### config.mk
export PLATFORM = sky130hd
export DESIGN_NAME = alarm_bank
export DESIGN_NICKNAME = d
export VERILOG_FILES = /design/src/rtl/alarm_bank.sv
export SDC_FILE = /design/constraint.sdc
export NUM_CORES = 1
export LEC_CHECK = 0
export CAP_MARGIN = 20
export CORE_MARGIN = 4
export CORE_UTILIZATION = 62
export DETAILED_ROUTE_END_ITERATION = 8
export PLACE_DENSITY_LB_ADDON = 0.2
export SETUP_SLACK_MARGIN = 0.3
export SYNTH_ARGS = -nofsm -noshare
export SYNTH_HDL_FRONTEND = slang
export SYNTH_SLANG_ARGS = --single-unit
### constraint.sdc
create_clock -name clk -period 3.1 [get_ports clk]
set_input_delay 0.62 -clock clk [delete_from_list [all_inputs] [get_ports clk]]
set_output_delay 0.62 -clock clk [all_outputs]
set_load 0.01 [all_outputs]
### src/rtl/alarm_bank.sv
// Multi-channel alarm controller; `ALARM_SNOOZE_EN enables the snooze state and input.
// Latency: writes, fires and dismissals show on outputs one cycle after the causing edge.
// Backpressure: none; all inputs are accepted every cycle, outputs are registered.
module alarm_bank #(
   parameter int N_CH       = 4,
   parameter int TIME_W     = 15,
   parameter int DUR_W      = 4,
   parameter int SNOOZE_MIN = 5,
   localparam int CH_W      = (N_CH > 1) ? $clog2(N_CH) : 1
) (
   input  logic              clk,
   input  logic              reset_n,
   input  logic [TIME_W-1:0] cur_time,
   input  logic              min_tick,
   input  logic              wr_en,
   input  logic [CH_W-1:0]   wr_ch,
   input  logic [TIME_W-1:0] wr_time,
   input  logic [DUR_W-1:0]  wr_dur,
   input  logic              wr_arm,
   input  logic              off_alarm,
   input  logic              snooze,
   output logic              alarm,
   output logic [N_CH-1:0]   ring_vec,
   output logic [N_CH-1:0]   armed_vec
);

   typedef enum logic [1:0] {DISARMED, ARMED, RINGING, SNOOZED} ch_state_t;

   logic [N_CH-1:0] ring_nxt;
   logic [N_CH-1:0] armed_nxt;

`ifndef ALARM_SNOOZE_EN
   logic unused_snooze_cfg;
   assign unused_snooze_cfg = ^{snooze, DUR_W'(SNOOZE_MIN)};
`endif

   for (genvar i = 0; i < N_CH; i++) begin : g_ch
      ch_state_t         st_q, st_d;
      logic [TIME_W-1:0] tm_q, tm_d;
      logic [DUR_W-1:0]  dur_q, dur_d;
      logic [DUR_W-1:0]  rem_q, rem_d;
      logic              wr_hit;
      logic [DUR_W-1:0]  rem_dec;

      // Out-of-range indices never compare equal, so such writes fall through.
      assign wr_hit  = wr_en && (wr_ch == CH_W'(i));
      assign rem_dec = (rem_q == '0) ? rem_q : rem_q - 1'b1;

      always_comb begin
         st_d  = st_q;
         tm_d  = tm_q;
         dur_d = dur_q;
         rem_d = rem_q;
         if (wr_hit) begin
            tm_d  = wr_time;
            dur_d = wr_dur;
            st_d  = wr_arm ? ARMED : DISARMED;
         end else begin
            case (st_q)
               ARMED: begin
                  if (min_tick && (cur_time == tm_q) && !off_alarm) begin
                     st_d  = RINGING;
                     rem_d = dur_q;
                  end
               end
               RINGING: begin
                  if (off_alarm) begin
                     st_d = ARMED;
                  end
`ifdef ALARM_SNOOZE_EN
                  else if (snooze) begin
                     st_d  = SNOOZED;
                     rem_d = DUR_W'(SNOOZE_MIN);
                  end
`endif
                  else if (min_tick && (dur_q != '0)) begin
                     rem_d = rem_dec;
                     if (rem_q == DUR_W'(1)) st_d = ARMED;
                  end
               end
`ifdef ALARM_SNOOZE_EN
               SNOOZED: begin
                  if (off_alarm) begin
                     st_d = ARMED;
                  end else if (min_tick) begin
                     rem_d = rem_dec;
                     if (rem_q == DUR_W'(1)) begin
                        st_d  = RINGING;
                        rem_d = dur_q;
                     end
                  end
               end
`endif
               default: st_d = st_q;
            endcase
         end
      end

      always_ff @(posedge clk or negedge reset_n) begin
         if (!reset_n) begin
            st_q  <= DISARMED;
            tm_q  <= '0;
            dur_q <= '0;
            rem_q <= '0;
         end else begin
            st_q  <= st_d;
            tm_q  <= tm_d;
            dur_q <= dur_d;
            rem_q <= rem_d;
         end
      end

      assign ring_nxt[i]  = (st_d == RINGING);
      assign armed_nxt[i] = (st_d != DISARMED);
   end

   // Outputs are registered copies of the next state so no input reaches a port combinationally.
   always_ff @(posedge clk or negedge reset_n) begin
      if (!reset_n) begin
         ring_vec  <= '0;
         armed_vec <= '0;
         alarm     <= 1'b0;
      end else begin
         ring_vec  <= ring_nxt;
         armed_vec <= armed_nxt;
         alarm     <= |ring_nxt;
      end
   end

endmodule

==> impl_metrics.yaml <==
place:
  hpwl_um: 9000
  port_buffers: 50
  gp_congestion: 0.844
yosys:
  syn_area_um2: 5750
  synth_nets: 565
  ys.flop_type: "dfrtp_1"
  ys_async_sr_fraction: 1.00
  yosys_warnings: 0
  ys_seq_elements: 109
  ys_seq_area_frac: 0.475
  synth_cells: 502
  synth_top_cell_by_area: "dfrtp_1"
  synth_top_cell_area_share: 0.475
  synth-edff-count: 0
  synth.distinct_cells: 46
  synthTopCellsByArea: "dfrtp_1, mux2_2, xnor2_1"
  postSynthAreaPerCell_um2: 11.5
power:
  ir_drop_mv: 0.386
  power.leakage_nw: 2.75
  powerDensity_nw_per_um2: 642
cts:
  clock_sinks: 109
  cts_max_level: 3
  post_cts_resized: 0
  cts_buffer_depth: 2
  postCtsHoldBufs: 0
  postCtsSetupRepairBufs: 0
  numCtsBuffers: 9
  cts_tree: "yes"
  cts_root_buf: "clkbuf_8"
  clk_pin_slew_ps: 100
  clk_latency_ps: 380
cells_and_area:
  area_delta_synth_final_pct: 14.0
  antenna_cells: 0
  num-fill-cells: 629
  drive_gt1_frac: 0.212
  multiInputGateArea_um2: 2750
  ff_latch_area_um2: 2730
  post-route-util: 0.737
  finalNetCount: 609
worst_setup_path:
  cp.required_ps: 3400
  crit_arrival_ps: 2980
  critical_path.max_fanout: 10
  cp-end-kind: "flop"
  startpoint_type: "input port"
  path_class: "input port to flop"
global_route:
  grt_max_degree: 58
  grt_antenna_before_repair: 0
  grt_overflow: 0
  grt_pass1_vias: 4118
  grt.total_usage: 0.234
  grt_pass1_wl_um: 20300
timing:
  finalSetupTns_ps: 0
  fin_crit_sh: 0.864
  fin_crit_ps: 2680
  slew_violations: 0
  hold_viol_final: 0
  fmax_mhz: 373
  rsz0062_at_grt: "no"
  setup_viol: 0
  finClkSkew_ps: 6.64
  relSlewSlack: 0.510
  tightest_slew_ps: 732
hold_path:
  min_path_type: "input port to async pin"
routing:
  num_vias: 3988
  antenna_left: 0
  vias_per_cell: 6.05
  firstDrtPassIters: 5
  wirelength_um: 12300
  drc: 0
  drtIter0Drc: 165
  routedWlPerCell_um: 18.6
floorplanning:
  die_y_um: 104
  rows: 34
  core-area_um2: 8890
  die_x_um: 104
  ioPinCount: 52
  die-area_um2: 10900
  initial_core_util: 0.646
flow_run:
  timing.max_cap.violations: 0
run_status:
  status: "finished clean"
## metrics by stage
stage | setup slack (ps) | power (W) | hold WS (ps) | area, µm² | instances
after detailed placement | 44.1 | 0.00338 | 515 | 6360 | 643
after floorplan | 703 | 0.00296 | 324 | 5750 | 502
after global placement | 153 | 0.00329 | 494 | 6360 | 643
after global routing | 320 | 0.00449 | 315 | 6550 | 659
after CTS | 468 | 0.00423 | 288 | 6550 | 659
final | 421 | 0.00421 | 273 | 6550 | 659
## layout by cell type, fill, tap and decap left out, drive strengths merged, types with 2 or more instances in the layout
| master | Yosys | layout |
|---|---|---|
| nor3 | 5 | 5 |
| a41o | 2 | 2 |
| clkdlybuf4s50 | 0 | 49 |
| or4 | 6 | 6 |
| a211o | 2 | 2 |
| o21ai | 14 | 14 |
| inv | 35 | 38 |
| clkbuf | 18 | 10 |
| nand4b | 3 | 3 |
| o211ai | 4 | 4 |
| a211oi | 3 | 3 |
| o31ai | 3 | 3 |
| o21a | 2 | 2 |
| mux2 | 80 | 80 |
| nand3 | 14 | 14 |
| nand4 | 16 | 16 |
| or3 | 5 | 5 |
| nand2 | 14 | 14 |
| a21oi | 7 | 7 |
| buf | 13 | 15 |
| nand2b | 11 | 11 |
| dfrtp | 109 | 109 |
| o311ai | 2 | 2 |
| a31oi | 4 | 4 |
| o311a | 4 | 4 |
| clkinv | 0 | 2 |
| ha | 20 | 20 |
| nand3b | 2 | 2 |
| mux2i | 3 | 3 |
| nor2 | 17 | 17 |
| a41oi | 9 | 9 |
| xnor2 | 60 | 60 |
| o31a | 4 | 4 |
| nor4 | 5 | 5 |
## final cells by class
cell class / instances / share of cell area
well taps: 108 / 0.0206
repair buffers: 64 / 0.0939
clock buffers: 10 / 0.0210
flip-flops and latches: 109 / 0.416
clock inverters: 6 / 0.00802
multi-input cells: 327 / 0.420
inverters: 35 / 0.0200
## registers in the layout, indices dropped and copies added (netlist names)
name	count
g_ch.dur_q	16
g_ch.rem_q	16
alarm	1
g_ch.tm_q	60
ring_vec	4
g_ch.st_q	8
armed_vec	4
## synth_stat cells, types with 3 or more instances
cell        n
or3_1       5
clkbuf_1   17
buf_2       7
a31oi_1     4
ha_1       20
nand3_1    14
o311a_1     4
o31a_1      4
o21ai_0    12
dfrtp_1   109
nor2_1     17
o211ai_1    4
nor3_1      5
mux2_2     80
o31ai_1     3
nand2_1    14
buf_1       4
mux2i_1     3
nand4b_1    3
nand2b_1   11
or4_1       5
a41oi_1     9
xnor2_1    60
nor4_1      4
a21oi_1     7
nand4_1    15
inv_1      35
## kinds of logic (layout without fill, tap and decap cells)
kind of cell	count (synthesis)	count (layout)	synth area share
DFF	109	109	0.475
and+or+nand+nor	101	101	0.0997
muxes	83	83	0.162
buffers and inverters	66	115	0.0475
AOI/OAI and AO/OA	63	63	0.0814
xor gates and xnor gates	60	60	0.0914
adders and majority gates	20	20	0.0435
## layer usage
metal  vias up  GRT usage  wire [µm]
met3        28     0.0540        722
met2       129      0.387       6010
met5         -          0          0
li1       1856          -          -
met1      1975      0.300       5220
met4         0     0.0874        346
## power breakdown
group          internal, W  total (W)  switching [W]
registers          0.00176    0.00202       0.000269
logic             0.000679    0.00133       0.000656
clock network     0.000329   0.000847       0.000518
total              0.00276    0.00421        0.00144
## final timing paths
kind | from | end | slack [ps] | cells past startpoint
max | cur_time[7] | g_ch[3].rem_q[0] | 420 | 7
min | reset_n | g_ch[3].rem_q[1] | 270 | 1
max reg2reg | g_ch[3].st_q[0] | alarm | 790 | 8
min reg2reg | g_ch[3].rem_q[1] | g_ch[3].rem_q[1] | 540 | 2
max in group asynchronous | reset_n | g_ch[2].rem_q[3] | 2080 | 2
min in group clk | g_ch[3].rem_q[1] | g_ch[3].rem_q[1] | 540 | 2
## critical path, cell delays in order
cell,delay [ps]
clkdlybuf4s50_1,530
xnor2_1,250
nand4_1,150
nor4_2,530
o211ai_1,390
or3_1,440
o21ai_0,80
Power figures use the tool's default switching activity.
